### config.mk
export PLATFORM = sky130hd
export DESIGN_NAME = qpsk_demod_flat
export DESIGN_NICKNAME = d
export VERILOG_FILES = /design/src/rtl/qpsk_demod_if.sv /design/src/rtl/qpsk_demod.sv /design/src/flat_wrapper.sv
export SDC_FILE = /design/constraint.sdc
export NUM_CORES = 1
export LEC_CHECK = 0
export CORE_AREA = 2 2 172 174
export DETAILED_ROUTE_END_ITERATION = 8
export DIE_AREA = 0 0 174 176
export PLACE_DENSITY = 0.66
export SETUP_SLACK_MARGIN = 0.3
export SYNTH_ARGS = -nofsm -noshare
export SYNTH_HDL_FRONTEND = slang
export SYNTH_SLANG_ARGS = --single-unit
### constraint.sdc
create_clock -name clk -period 9.85 [get_ports clk]
set_input_delay 0.985 -clock clk [delete_from_list [all_inputs] [get_ports clk]]
set_output_delay 0.985 -clock clk [all_outputs]
set_load 0.02 [all_outputs]
### src/rtl/qpsk_demod_if.sv
// Sample/sync input bus and dibit/serial output bus of the QPSK demodulator.
// master drives samples and receives decisions; slave is the demodulator side.
interface qpsk_demod_if #(
    parameter int DATA_W = 16
);
    logic                     s_valid;
    logic signed [DATA_W-1:0] s_data;
    logic                     pulse;
    logic [1:0]               dibit;
    logic                     dibit_valid;
    logic                     dout;
    logic                     dout_valid;

    modport master (
        output s_valid, s_data, pulse,
        input  dibit, dibit_valid, dout, dout_valid
    );

    modport slave (
        input  s_valid, s_data, pulse,
        output dibit, dibit_valid, dout, dout_valid
    );
endinterface

### src/rtl/qpsk_demod.sv
// Coherent QPSK demodulator: 8-point cos/sin mix, integrate-and-dump, sign slicer, 2-bit serializer.
// Define QPSK_DEMOD_SOFT_EN to expose the dumped accumulators as soft_i/soft_q.
module qpsk_demod #(
    parameter int DATA_W = 16,
    parameter int COEF_W = 8,
    parameter int ACC_W  = DATA_W + COEF_W + 3
) (
    input  logic                    clk,
    input  logic                    rst_n,
`ifdef QPSK_DEMOD_SOFT_EN
    output logic signed [ACC_W-1:0] soft_i,
    output logic signed [ACC_W-1:0] soft_q,
`endif
    qpsk_demod_if.slave             bus
);
    localparam int PROD_W = DATA_W + COEF_W;

    function automatic logic signed [COEF_W-1:0] cos_coef(input logic [2:0] k);
        unique case (k)
            3'd0:    return COEF_W'(127);
            3'd1:    return COEF_W'(90);
            3'd2:    return COEF_W'(0);
            3'd3:    return COEF_W'(-90);
            3'd4:    return COEF_W'(-127);
            3'd5:    return COEF_W'(-90);
            3'd6:    return COEF_W'(0);
            default: return COEF_W'(90);
        endcase
    endfunction

    function automatic logic signed [COEF_W-1:0] sin_coef(input logic [2:0] k);
        unique case (k)
            3'd0:    return COEF_W'(0);
            3'd1:    return COEF_W'(90);
            3'd2:    return COEF_W'(127);
            3'd3:    return COEF_W'(90);
            3'd4:    return COEF_W'(0);
            3'd5:    return COEF_W'(-90);
            3'd6:    return COEF_W'(-127);
            default: return COEF_W'(-90);
        endcase
    endfunction

    function automatic logic signed [ACC_W-1:0] sext_prod(input logic signed [PROD_W-1:0] p);
        return {{(ACC_W-PROD_W){p[PROD_W-1]}}, p};
    endfunction

    // Zero slices as positive, so the decision is just the sign bit.
    function automatic logic slice_neg(input logic signed [ACC_W-1:0] a);
        return a[ACC_W-1];
    endfunction

    logic [2:0]               phase_p0;
    logic signed [ACC_W-1:0]  acc_i_p0;
    logic signed [ACC_W-1:0]  acc_q_p0;
    logic [1:0]               dibit_p1;
    logic                     vld_p1;
    logic                     dout_p1;
    logic                     dout_vld_p1;
    logic                     b0_pend_p1;
    logic                     b0_p1;
`ifdef QPSK_DEMOD_SOFT_EN
    logic signed [ACC_W-1:0]  soft_i_p1;
    logic signed [ACC_W-1:0]  soft_q_p1;
`endif

    logic [2:0]               phase_eff;
    logic signed [COEF_W-1:0] c_cos;
    logic signed [COEF_W-1:0] c_sin;
    logic signed [PROD_W-1:0] prod_i;
    logic signed [PROD_W-1:0] prod_q;
    logic signed [ACC_W-1:0]  sum_i;
    logic signed [ACC_W-1:0]  sum_q;
    logic                     dump;

    // Mixer: a pulse forces the current sample onto phase 0.
    assign phase_eff = bus.pulse ? 3'd0 : phase_p0;
    assign c_cos     = cos_coef(phase_eff);
    assign c_sin     = sin_coef(phase_eff);
    assign prod_i    = PROD_W'(bus.s_data) * PROD_W'(c_cos);
    assign prod_q    = PROD_W'(bus.s_data) * PROD_W'(c_sin);
    assign sum_i     = acc_i_p0 + sext_prod(prod_i);
    assign sum_q     = acc_q_p0 + sext_prod(prod_q);
    assign dump      = bus.s_valid && !bus.pulse && (phase_p0 == 3'd7);

    // Stage p0: phase counter and integrators.
    always_ff @(posedge clk or negedge rst_n) begin
        if (!rst_n) begin
            phase_p0 <= 3'd0;
            acc_i_p0 <= '0;
            acc_q_p0 <= '0;
        end else if (bus.pulse) begin
            phase_p0 <= bus.s_valid ? 3'd1 : 3'd0;
            acc_i_p0 <= bus.s_valid ? sext_prod(prod_i) : '0;
            acc_q_p0 <= bus.s_valid ? sext_prod(prod_q) : '0;
        end else if (bus.s_valid) begin
            phase_p0 <= phase_p0 + 3'd1;
            acc_i_p0 <= dump ? '0 : sum_i;
            acc_q_p0 <= dump ? '0 : sum_q;
        end
    end

    // Stage p1: decision register and serializer; b0 follows b1 one cycle later.
    always_ff @(posedge clk or negedge rst_n) begin
        if (!rst_n) begin
            dibit_p1    <= 2'b00;
            vld_p1      <= 1'b0;
            dout_p1     <= 1'b0;
            dout_vld_p1 <= 1'b0;
            b0_pend_p1  <= 1'b0;
            b0_p1       <= 1'b0;
`ifdef QPSK_DEMOD_SOFT_EN
            soft_i_p1   <= '0;
            soft_q_p1   <= '0;
`endif
        end else begin
            vld_p1 <= dump;
            if (dump) begin
                dibit_p1    <= {slice_neg(sum_i), slice_neg(sum_q)};
                dout_p1     <= slice_neg(sum_i);
                dout_vld_p1 <= 1'b1;
                b0_pend_p1  <= 1'b1;
                b0_p1       <= slice_neg(sum_q);
`ifdef QPSK_DEMOD_SOFT_EN
                soft_i_p1   <= sum_i;
                soft_q_p1   <= sum_q;
`endif
            end else if (b0_pend_p1) begin
                dout_p1     <= b0_p1;
                dout_vld_p1 <= 1'b1;
                b0_pend_p1  <= 1'b0;
            end else begin
                dout_vld_p1 <= 1'b0;
            end
        end
    end

    assign bus.dibit       = dibit_p1;
    assign bus.dibit_valid = vld_p1;
    assign bus.dout        = dout_p1;
    assign bus.dout_valid  = dout_vld_p1;
`ifdef QPSK_DEMOD_SOFT_EN
    assign soft_i          = soft_i_p1;
    assign soft_q          = soft_q_p1;
`endif
endmodule

### src/flat_wrapper.sv
// flat-port wrapper written by rule: the top's interface ports become plain ports
module qpsk_demod_flat 
#(
    parameter int DATA_W = 16,
    parameter int COEF_W = 8,
    parameter int ACC_W  = DATA_W + COEF_W + 3
)
  (clk, rst_n, bus_s_valid, bus_s_data, bus_pulse, bus_dibit, bus_dibit_valid, bus_dout, bus_dout_valid);
  qpsk_demod_if #(.DATA_W(DATA_W)) bus_i ();
  input  logic clk;
  input  logic rst_n;
  input wire logic [$bits(bus_i.s_valid)-1:0] bus_s_valid;
  input wire logic [$bits(bus_i.s_data)-1:0] bus_s_data;
  input wire logic [$bits(bus_i.pulse)-1:0] bus_pulse;
  output wire logic [$bits(bus_i.dibit)-1:0] bus_dibit;
  output wire logic [$bits(bus_i.dibit_valid)-1:0] bus_dibit_valid;
  output wire logic [$bits(bus_i.dout)-1:0] bus_dout;
  output wire logic [$bits(bus_i.dout_valid)-1:0] bus_dout_valid;
  assign bus_i.s_valid = bus_s_valid;
  assign bus_i.s_data = bus_s_data;
  assign bus_i.pulse = bus_pulse;
  assign bus_dibit = bus_i.dibit;
  assign bus_dibit_valid = bus_i.dibit_valid;
  assign bus_dout = bus_i.dout;
  assign bus_dout_valid = bus_i.dout_valid;
  qpsk_demod #(.DATA_W(DATA_W), .COEF_W(COEF_W), .ACC_W(ACC_W)) u_core (.clk(clk), .rst_n(rst_n), .bus(bus_i));
endmodule
# After elaboration in Yosys (flattened, before gate mapping)
# Cells that the tools add are included.
dict set report word_totals {
  output_inout_bits 5
  in_bits 20
  regBits 64
  word_cells 50
}
dict set report classes {
  addsub 3
  reduce_logical 10
  n_eq_ne 7
  mux 19
  multipliers 2
}
# operator n
set ops {}
lappend ops {{$mux 27} 8}
lappend ops {{$pmux 8 s4} 2}
lappend ops {{$add 27x24->27} 2}
lappend ops {{$mul 16x8->24} 2}
lappend ops {{$eq 3x3->1 const B} 4}
lappend ops {{$mux 3} 3}
lappend ops {{$reduce_or 2->1} 4}
lappend ops {{$eq 3x2->1 const B} 2}
lappend ops {{$mux 1} 6}
lappend ops {{$reduce_bool 2->1} 2}
lappend ops {{$add 3x1->3 const B} 1}
lappend ops {{$eq 3x1->1 const B} 1}
lappend ops {{$logic_not 3->1} 1}
lappend ops {{$logic_and 1x1->1} 2}
lappend ops {{$logic_not 1->1} 1}

# Longest topological paths before layout
# Gate-level depths: netlist of the first run.
dict set report logic_depth {
  ltp_word 9
  mapped_depth 35
  depth_no_buf 33
}

# Least setup slack after synthesis of the first run
# Ideal clock, no wire load.
dict set report synth_path {
  kind {input-to-reg}
  from {input port bus_pulse}
  to {register u_core.acc_q_p0[26]}
  path_slack_ns 2.283
  setup_time_ns 0.101
  t_required_ns 9.749
  path_stages 28
  arrival_time_ns 7.466
  n_path_buf 2
  cell_sequence {buf_2 -> nor3b_1 -> a21oi_1 -> clkbuf_1 -> and2_1 -> fa_1 -> fa_1 -> fa_1 -> inv_1 -> fa_1 -> inv_1 -> ha_1 -> a21oi_1 -> nor3b_1 -> o21a_1 -> nor2_1 -> o31ai_1 -> a21oi_1 -> xor2_1 -> ha_1 -> a21oi_1 -> o211ai_1 -> a221oi_2 -> nor3b_1 -> a21o_1 -> a311oi_2 -> o32a_1 -> o32ai_1}
}
dict set report synth_via {
  elab_chain_len 9
  elab_cells_between_ends 20
  classes_between {add/sub: 1; mul: 1; eq/ne: 5; mux: 6; reduce/logical: 7}
}
# item line
set synth_lines {}
lappend synth_lines {{start, declared} flat_wrapper.sv:14} ;# input wire logic [$bits(bus_i.pulse)-1:0] bus_pulse;
lappend synth_lines {{$mux 3} qpsk_demod.sv:77} ;# assign phase_eff = bus.pulse ? 3'd0 : phase_p0;
lappend synth_lines {{$eq 3x3->1, or another cell as far along} qpsk_demod.sv:32} ;# unique case (k)
lappend synth_lines {{$reduce_or 2->1 (no line)} --}
lappend synth_lines {{$pmux 8 s4} qpsk_demod.sv:32}
lappend synth_lines {{$mul 16x8->24} qpsk_demod.sv:81} ;# assign prod_q = PROD_W'(bus.s_data) * PROD_W'(c_sin);
lappend synth_lines {{$add 27x24->27} qpsk_demod.sv:83} ;# assign sum_q = acc_q_p0 + sext_prod(prod_q);
lappend synth_lines {{$mux 27} qpsk_demod.sv:99} ;# acc_q_p0 <= dump ? '0 : sum_q;
lappend synth_lines {{$mux 27} qpsk_demod.sv:96} ;# end else if (bus.s_valid) begin
lappend synth_lines {{$mux 27} qpsk_demod.sv:92} ;# end else if (bus.pulse) begin
lappend synth_lines {{end signal, assigned} qpsk_demod.sv:95} ;# acc_q_p0 <= bus.s_valid ? sext_prod(prod_q) : '0;
lappend synth_lines {{end signal, assigned} qpsk_demod.sv:99}
lappend synth_lines {{end, declared} qpsk_demod.sv:55} ;# logic signed [ACC_W-1:0] acc_q_p0;
# Several ways; a longest one is shown, not always the timed one. The select of a mux whose other input is x is not followed.
# A chain may end at the register's enable or synchronous reset.

# Worst setup path after layout of the first run
dict set report layout_path {
  from {register u_core.phase_p0[2]}
  to {register u_core.acc_i_p0[26]}
}
dict set report layout_via {
  elab_chain_len 9
  elab_cells_between_ends 18
  classes_between {add/sub: 1; mul: 1; eq/ne: 6; mux: 6; reduce/logical: 4}
}
# item line
set layout_lines {}
lappend layout_lines {{start, declared} qpsk_demod.sv:53} ;# logic [2:0] phase_p0;
lappend layout_lines {{start signal, assigned} qpsk_demod.sv:93} ;# phase_p0 <= bus.s_valid ? 3'd1 : 3'd0;
lappend layout_lines {{start signal, assigned} qpsk_demod.sv:97} ;# phase_p0 <= phase_p0 + 3'd1;
lappend layout_lines {{$mux 3} qpsk_demod.sv:77}
lappend layout_lines {{$eq 3x2->1 or $eq 3x3->1 (tied branches)} qpsk_demod.sv:19} ;# unique case (k)
lappend layout_lines {{$reduce_or 2->1 (no line)} --}
lappend layout_lines {{$pmux 8 s4} qpsk_demod.sv:19}
lappend layout_lines {{$mul 16x8->24} qpsk_demod.sv:80} ;# assign prod_i = PROD_W'(bus.s_data) * PROD_W'(c_cos);
lappend layout_lines {{$add 27x24->27} qpsk_demod.sv:82} ;# assign sum_i = acc_i_p0 + sext_prod(prod_i);
lappend layout_lines {{$mux 27} qpsk_demod.sv:98} ;# acc_i_p0 <= dump ? '0 : sum_i;
lappend layout_lines {{$mux 27} qpsk_demod.sv:96}
lappend layout_lines {{$mux 27 *} qpsk_demod.sv:92}
lappend layout_lines {{end signal, assigned} qpsk_demod.sv:94} ;# acc_i_p0 <= bus.s_valid ? sext_prod(prod_i) : '0;
lappend layout_lines {{end signal, assigned} qpsk_demod.sv:98}
lappend layout_lines {{end, declared} qpsk_demod.sv:54} ;# logic signed [ACC_W-1:0] acc_i_p0;
# Mark *: on every way between the ends. The rest lies on a longest branch, timed or not. The select of a mux whose other input is x is not followed.

==> results.toml, run 1 <==
[timing]
fin_hold_ws_ns = 0.4946
tightest_slew_ns = 1.241
setup_viol = 0
finClkSkew_ns = 0.008293
maxSlewViolCount = 0
tns_ns = 0
rsz0062_at_grt = "false"
fin_crit_ns = 8.356
relSlewSlack_pct = 16.93
hold_viol_final = 0
fmax_ghz = 0.1197
finalCritPeriodShare_pct = 84.83

[finish]
ff_latch_area_um2 = 1551
fillers = 2757
multi_input_area_um2 = 11220
areaGrowthSynthToFinish_pct = 6.215
drive_above_1_share_pct = 4.057
fin_nets = 1988
post-route-util_pct = 52.66
num_antenna_cells = 0

[outcome]
status = "finished clean"

[critical_path]
cp_data_arrival_time_ns = 8.61
cp_max_fo = 27
start_kind = "flop"
setup.worst_path.class = "reg2reg"
end_kind = "flop"
worstPathRequired_ns = 10.11
crit_path_max_incr_delay_ns = 0.92
slowest_stage = "dfrtp_1"
crit_path_frequent_cell = "fa_1"

[cts]
cts_hold_buf = 0
numCtsBuffers = 9
cts_tree = "yes"
root_buffer = "clkbuf_16"
h-tree-depth = 3
cts.path.max_buffers = 2
cts_resized = 0
cts.sinks = 62
post_cts_buffers = 0
clkTransAtPathRegs_ns = 0.06
clock_latency_ns = 0.34

[drt]
met1Wirelength_um = 14890
wl_per_cell_um = 16.98
firstDrtPassIters = 5
ant_nets = 0
wl_met2_um = 17510
first_iter_violations = 536
drcViolationCount = 0
routed.top_layer = "met4"
vias = 11080
wl_um = 34140
routed-wl-met3_um = 894
vias_per_cell = 5.511

[synth]
synth_fp_nets = 2004
async_reset_ff_share_pct = 100.0
netlist.area_leader.share_pct = 26.45
ys_ff_latch = 62
synth.avg_cell_area_um2 = 8.641
synth_area_leaders = "fa_1 26%, ha_1 14%, dfrtp_1 11%, inv_1 7.9%, xnor2_1 4.7%"
ys_seq_area_share_pct = 10.96
synth_top_area_cell = "fa_1"
synth_area_um2 = 14150
synthFlopType = "dfrtp_1"
ys_warn_count = 0
synth-edff-count = 0
synthCells = 1638
ys_types = 87

[global_routing]
antenna_found_initial = 0
gr-total-overflow = 0
grt_max_degree = 63
grt_pass1_vias = 11590
grt_pass1_wl_um = 57640
grt.total_usage_pct = 23.38

[die]
die_h_um = 176
start_util_pct = 49.58
boundaryPins = 25
rows = 62
die_width_um = 174
core_um2 = 28550
dieArea_um2 = 30620

[hold_path]
hold_class = "reg2reg"

[place]
hpwl_um = 27210
gp_congestion = 0.8773
portBuffers = 24

[job]
maxCapViolCount = 0
-- logic make-up after synthesis --
group                      synth area share [%]
buffers and inverters                     9.839
xor gates and xnor gates                  6.860
muxes                                    0.7868
and+or+nand+nor                           14.42
DFF                                       10.96
adders and majority gates                 40.51
AOI/OAI and AO/OA                         16.63
-- placed cells by master, fill, tap and decap left out, types with 6 or more instances in the layout --
cell and instances:
mux2i_1 10, nor3_1 18, or3_1 6, nor2b_1 14, nand2b_1 26, dfrtp_1 62, xor2_1 28, nand4_1 10
fa_1 187, nand3_1 20, and2_1 91, o21ai_1 13, and3_1 7, nor2_1 82, o21bai_1 8, clkbuf_16 9
buf_4 15, inv_1 297, a221oi_1 8, nand2_1 96, ha_1 159, a22oi_1 24, a21oi_1 88, a31oi_1 13
xnor2_1 76, a21o_1 37, o21ai_0 65, clkdlybuf4s50_1 22, o21a_1 18, a211oi_1 9
-- area by class of cell --
| type | instances | share of cell area, % |
|---|---|---|
| multi-input combinational | 1211 | 74.63 |
| sequential | 62 | 10.32 |
| inverter | 299 | 7.466 |
| tap | 384 | 3.196 |
| timing repair buffer | 39 | 2.280 |
| clock buffer | 12 | 1.640 |
| clock inverter | 4 | 0.4661 |
-- stage by stage --
| stage | setup WS [ns] | std cells | cell area (µm²) |
|---|---|---|---|
| final | 1.494 | 2011 | 15030 |
| after detailed placement | 1.364 | 1995 | 14720 |
| after CTS | 1.548 | 2011 | 15030 |
| after global placement | 1.353 | 1995 | 14720 |
| after global routing | 0.8564 | 2011 | 15030 |
| after floorplan | 2.283 | 1638 | 14150 |
-- registers in the layout, summed over array words and instances, names as in the netlist --
signal and count:
u_core.bus.dout 1, u_core.b0_pend_p1 1, u_core.bus.dout_valid 1, u_core.phase_p0 3, u_core.acc_i_p0 27, u_core.bus.dibit 2
u_core.acc_q_p0 27
-- path summary, 6_finish.rpt --
check / depth (start not counted) / slack [ns] / to / from
setup reg to reg: 29 / 1.49 / u_core.acc_i_p0[26] / u_core.phase_p0[2]
min in group asynchronous: 2 / 0.85 / u_core.acc_q_p0[8] / rst_n
hold reg to reg: 2 / 0.49 / u_core.acc_q_p0[20] / u_core.acc_q_p0[20]
hold / removal: 2 / 0.49 / u_core.acc_q_p0[20] / u_core.acc_q_p0[20]
max in group asynchronous: 2 / 8.41 / u_core.acc_i_p0[15] / rst_n
setup / recovery: 29 / 1.49 / u_core.acc_i_p0[26] / u_core.phase_p0[2]
-- critical path: cells and delay by family (launching register included) --
family	cells	cell delay, ns
AOI/OAI and AO/OA	10	1.64
xor gates and xnor gates	1	0.14
adders and majority gates	6	2.74
buffers and inverters	3	0.18
DFF	1	0.92
muxes	1	0.15
and+or+nand+nor	8	2.49
-- metal layers --
metal / global-route usage, % / up-vias
met5: 0 / -
met3: 2.369 / 50
met1: 29.78 / 5509
met2: 42.38 / 189
met4: 6.443 / 0
li1: - / 5334
-- cell usage after synthesis, types with 26 or more instances --
master,instances
a21o_1,37
and2_1,91
clkbuf_1,50
nor2_1,84
a21oi_1,88
nand2b_1,26
inv_1,297
xor2_1,28
o21ai_0,65
xnor2_1,76
nand2_1,96
fa_1,187
ha_1,159
dfrtp_1,62
Power of run 1 is left out: the tool's default activity adds up to more than one toggle a clock period on the data nets, which glitch-free logic cannot reach.
==> run 2, diff against run 1 <==
==> constraint.sdc (replaced) <==
create_clock -name clk -period 8.6 [get_ports clk]
set_input_delay 0.86 -clock clk [delete_from_list [all_inputs] [get_ports clk]]
set_output_delay 0.86 -clock clk [all_outputs]
set_load 0.02 [all_outputs]
==> run 2 against run 1 <==
Compared with the run above: count of clock-buffer cells in the layout fell by 3; core utilization rose by 0.28 points; hold slack improved by 0.0021 ns; sequential share of layout area fell by 0.054 points; register-to-register slack got worse by 0.78 ns; sequential cell count did not move; via count rose by 0.86%; non-clock buffer count rose by 12; critical endpoint unchanged.
==> results.toml, run 2 (synthesized netlist as in run 1, its figures left out) <==
[outcome]
status = "finished clean"

[place]
portBuffers = 24
placed_area_um2 = 14800
gp_congestion = 0.8775
hpwl_um = 27790
dp_slack_ns = 0.3217
dp.cells = 2006

[hold_path]
hold_class = "reg2reg"
hold_start = "u_core.acc_q_p0[20]"
whs_endpoint = "u_core.acc_q_p0[20]"
whs_path_depth = 2

[finish]
fin_nets = 2000
fillers = 2759
fin_area_um2 = 15110
multi_input_area_um2 = 11220
mostFrequentLayoutCell = "inv_1"
drive_above_1_share_pct = 5.003
ff_latch_area_um2 = 1551
num_antenna_cells = 0
areaGrowthSynthToFinish_pct = 6.772
final_cell_count_no_fill = 2023
reg_top3 = "u_core.acc_i_p0 (27), u_core.acc_q_p0 (27), u_core.phase_p0 (3)"
final_cell_mix = "297 x inv_1, 187 x fa_1, 159 x ha_1"

[critical_path]
end_kind = "flop"
reg2reg_depth = 30
cp_max_fo = 14
rr_startpoint = "u_core.phase_p0[2]"
critPathBufInv = 3
setup.worst_path.class = "in2reg"
crit_path_max_incr_delay_ns = 0.90
crit_family = "adder cells"
slowest_stage = "clkdlybuf4s50_1"
worstPathRequired_ns = 8.87
start_kind = "input port"
cp_data_arrival_time_ns = 8.22
rrSetupSlack_ns = 0.71
r2r-end = "u_core.acc_i_p0[26]"
path_depth = 26
crit_path_frequent_cell = "fa_1"

[global_routing]
gr-total-overflow = 0
grt.total_usage_pct = 23.43
grt_pass1_vias = 11450
grt_pass1_wl_um = 57450
antenna_found_initial = 0
grt_max_degree = 63

[timing]
hold_viol_final = 0
setup_viol = 0
maxSlewViolCount = 0
tightest_slew_ns = 1.177
relSlewSlack_pct = 21.26
rsz0062_at_grt = "true"
fin_crit_ns = 7.950
fmax_ghz = 0.1258
tns_ns = 0
setup_ws_ns = 0.6495
finClkSkew_ns = 0.007766
finalCritPeriodShare_pct = 92.45

[die]
dieArea_um2 = 30620
start_util_pct = 49.58
die_width_um = 174
rows = 62
core_um2 = 28550
boundaryPins = 25
die_h_um = 176

[cts]
clkTransAtPathRegs_ns = 0.06
cts_tree = "yes"
cts_hold_buf = 0
cts.sinks = 62
root_buffer = "clkbuf_16"
cts.path.max_buffers = 2
numCtsBuffers = 9
h-tree-depth = 3
clock_latency_ns = 0.35

[drt]
wl_per_cell_um = 17.09
ant_nets = 0
vias_per_cell = 5.525
wl_um = 34580
drcViolationCount = 0
first_iter_violations = 604
vias = 11180
firstDrtPassIters = 5

[job]
maxCapViolCount = 0
-- run 2: cell count changes in the layout (fill, tap and decap cells not counted), sizes merged --
cell | previous run | this run
bufinv | 2 | 1
clkinv | 3 | 4
clkbuf | 12 | 9
buf | 17 | 29
clkinvlp | 0 | 3
-- run 2: metrics by stage --
| stage | utilization, % | hold slack [ns] |
|---|---|---|
| finish | 52.94 | 0.4968 |
| global route | 52.94 | 0.5401 |
| CTS | 52.89 | 0.4956 |
| detailed placement | 51.84 | 0.4790 |
| global placement | 51.84 | 0.4756 |
| floorplan | - | 0.4561 |
-- run 2: layout make-up --
class	instances	area share, %
Multi-Input combinational cell	1211	74.28
Sequential cell	62	10.27
Inverter	299	7.427
Tap cell	384	3.179
Timing Repair Buffer	51	2.865
Clock buffer	9	1.490
Clock inverter	7	0.4968
-- run 2: worst reg2reg max path: cells and delay by family, from the launching register on --
family | cells | cell delay, ns
buf+inv | 4 | 0.46
flops | 1 | 0.45
xor+xnor | 1 | 0.13
fa+ha+maj | 6 | 2.75
simple gates | 8 | 2.26
compound gates | 10 | 1.59
mux | 1 | 0.15
-- run 2: per-layer routing --
| layer | part of all wire [%] | vias to the layer above | track usage (%) |
|---|---|---|---|
| met1 | 44 | 5529 | 30.73 |
| met5 | 0 | - | 0 |
| met2 | 50 | 225 | 41.05 |
| li1 | - | 5361 | - |
| met3 | 3.9 | 62 | 3.144 |
| met4 | 2.2 | 0 | 5.952 |
-- run 2: worst max path at each step --
stage | startpoint | endpoint | slack (ns)
floorplan | bus_pulse | u_core.acc_q_p0[26] | 1.16
finish | bus_s_data[1] | u_core.acc_i_p0[26] | 0.65
CTS | u_core.phase_p0[2] | u_core.acc_i_p0[26] | 0.58
detailed placement | bus_pulse | u_core.acc_i_p0[26] | 0.32
global route | u_core.phase_p0[2] | u_core.acc_i_p0[26] | 0.25
global placement | bus_s_data[1] | u_core.acc_i_p0[26] | 0.45
-- run 2: timing repair --
item / 4_1_cts / 5_1_grt
endpoints found under the setup margin: 0 / 6
hold endpoints to repair: 0 / 0
buffers inserted: 0 / 1
gates resized for setup: 0 / 2
Power of run 2 is left out for the same reason.
==> run 3, diff against run 2 <==
==> constraint.sdc (replaced) <==
create_clock -name clk -period 7.35 [get_ports clk]
set_input_delay 0.735 -clock clk [delete_from_list [all_inputs] [get_ports clk]]
set_output_delay 0.735 -clock clk [all_outputs]
set_load 0.02 [all_outputs]
==> run 3 against run 2 <==
Compared with the run above: critical path depth up 5; register-to-register slack worse by 0.55 ns; clock skew rose by 0.0026 ns; via count up 11%; die area unchanged; cell count increased by 13%; count of clock-buffer cells in the layout is the same; critical path type is now reg2reg; highest routed layer unchanged.
==> results.toml, run 3 (synthesized netlist as in run 1, its figures left out) <==
[global_routing]
grt_max_degree = 63
grt_pass1_vias = 12680
antenna_found_initial = 0
gr-total-overflow = 0
grt.total_usage_pct = 24.98
grt_pass1_wl_um = 61870

[timing]
finClkSkew_ns = 0.01034
rsz0062_at_grt = "true"
fin_crit_ns = 7.194
finalCritPeriodShare_pct = 97.87
relSlewSlack_pct = 24.15
setup_viol = 0
fmax_ghz = 0.1390
tightest_slew_ns = 1.134
hold_viol_final = 0
tns_ns = 0
maxSlewViolCount = 0

[finish]
fillers = 2412
ff_latch_area_um2 = 1555
areaGrowthSynthToFinish_pct = 26.89
multi_input_area_um2 = 11940
mostFrequentLayoutCell = "inv_1"
fin_nets = 2254
num_antenna_cells = 0
final_cell_mix = "284 x inv_1, 259 x buf_4, 181 x fa_1"
fin_area_um2 = 17960
reg_top3 = "u_core.acc_i_p0 (27), u_core.acc_q_p0 (27), u_core.phase_p0 (3)"
drive_above_1_share_pct = 24.41
final_cell_count_no_fill = 2277

[critical_path]
start_kind = "flop"
end_kind = "flop"
crit_path_frequent_cell = "fa_1"
cp_max_fo = 14
worstPathRequired_ns = 7.60
crit_start = "u_core.phase_p0[1]"
crit_path_max_incr_delay_ns = 0.57
critPathBufInv = 6
crit_family = "adder cells"
rrSetupSlack_ns = 0.16
slowest_stage = "or4_1"
cp_data_arrival_time_ns = 7.45
rr_startpoint = "u_core.phase_p0[1]"
setup.worst_path.class = "reg2reg"

[drt]
wl_per_cell_um = 16.81
drcViolationCount = 0
first_iter_violations = 637
vias = 12380
wl_um = 38290
ant_nets = 0
vias_per_cell = 5.438
firstDrtPassIters = 5

[outcome]
status = "finished clean"

[place]
dp.cells = 2218
placed_area_um2 = 16540
hpwl_um = 30620
gp_congestion = 0.9186
portBuffers = 24

[die]
die_h_um = 176
boundaryPins = 25
dieArea_um2 = 30620
die_width_um = 174
rows = 62
core_um2 = 28550
start_util_pct = 49.58

[cts]
cts.path.max_buffers = 2
numCtsBuffers = 9
clock_latency_ns = 0.34
cts.sinks = 62
clkTransAtPathRegs_ns = 0.06
root_buffer = "clkbuf_16"
cts_tree = "yes"
h-tree-depth = 3

[hold_path]
hold_start = "u_core.acc_q_p0[20]"
hold_class = "reg2reg"

[job]
maxCapViolCount = 0
run 3: cell types whose count changed in the layout (fill, tap and decap cells not counted), sizes merged:
cell and change:
dlygate4sd2 +5, buf +252, clkbuf +1, inv -1, clkdlybuf4s50 -5, clkinvlp +1, bufinv +2, clkinv -1
run 3: final timing paths:
kind                                       endpoint  cells after the start
max in group asynchronous        u_core.phase_p0[2]                      2
worst min-delay path            u_core.acc_q_p0[20]                      2
min in group asynchronous       u_core.acc_i_p0[13]                      2
worst max register to register  u_core.acc_i_p0[26]                     31
worst max-delay path            u_core.acc_i_p0[26]                     31
worst min register to register  u_core.acc_q_p0[20]                      2
run 3: cell type report:
type,instances,share of cell area (%)
inverters,299,6.298
clock buffers,9,1.254
repair inverters,1,0.04180
clock inverters,7,0.6827
flip-flops and latches,62,8.660
multi-input cells,1211,66.48
repair buffers,304,13.91
well taps,384,2.675
run 3: worst register-to-register path, delay by kind of cell, from the launching register on:
family,cells,cell delay [ns]
xor gates and xnor gates,1,0.09
adders and majority gates,6,2.53
and+or+nand+nor,8,2.15
buffers and inverters,6,0.66
DFF,1,0.46
AOI/OAI and AO/OA,9,1.05
muxes,1,0.18
run 3: repair_timing:
action	in CTS	in global routing
setup endpoints to repair	12	18
endpoints found under the hold margin	0	0
pin swaps	33	68
hold buffers	0	0
buffers inserted	21	20
gates cloned	2	0
resized for setup	57	115
run 3: per-layer routing:
layer	up-vias	routed length [µm]	global-route usage, %
met5	-	0	0
met2	268	20110	46.61
met4	0	687	4.692
met3	47	1652	2.239
met1	6186	15840	31.75
li1	5881	-	-
run 3: stage by stage:
step	utilization (%)	hold WS [ns]	setup WS, ns
3_3_place_gp	57.95	0.4766	-0.1922
2_1_floorplan	-	0.4394	0.3016
4_1_cts	60.48	0.5055	0.1796
3_5_place_dp	57.95	0.4884	-0.3335
5_1_grt	62.91	0.5300	-0.1397
6_report	62.91	0.5042	0.1563
Power of run 3 is left out for the same reason.
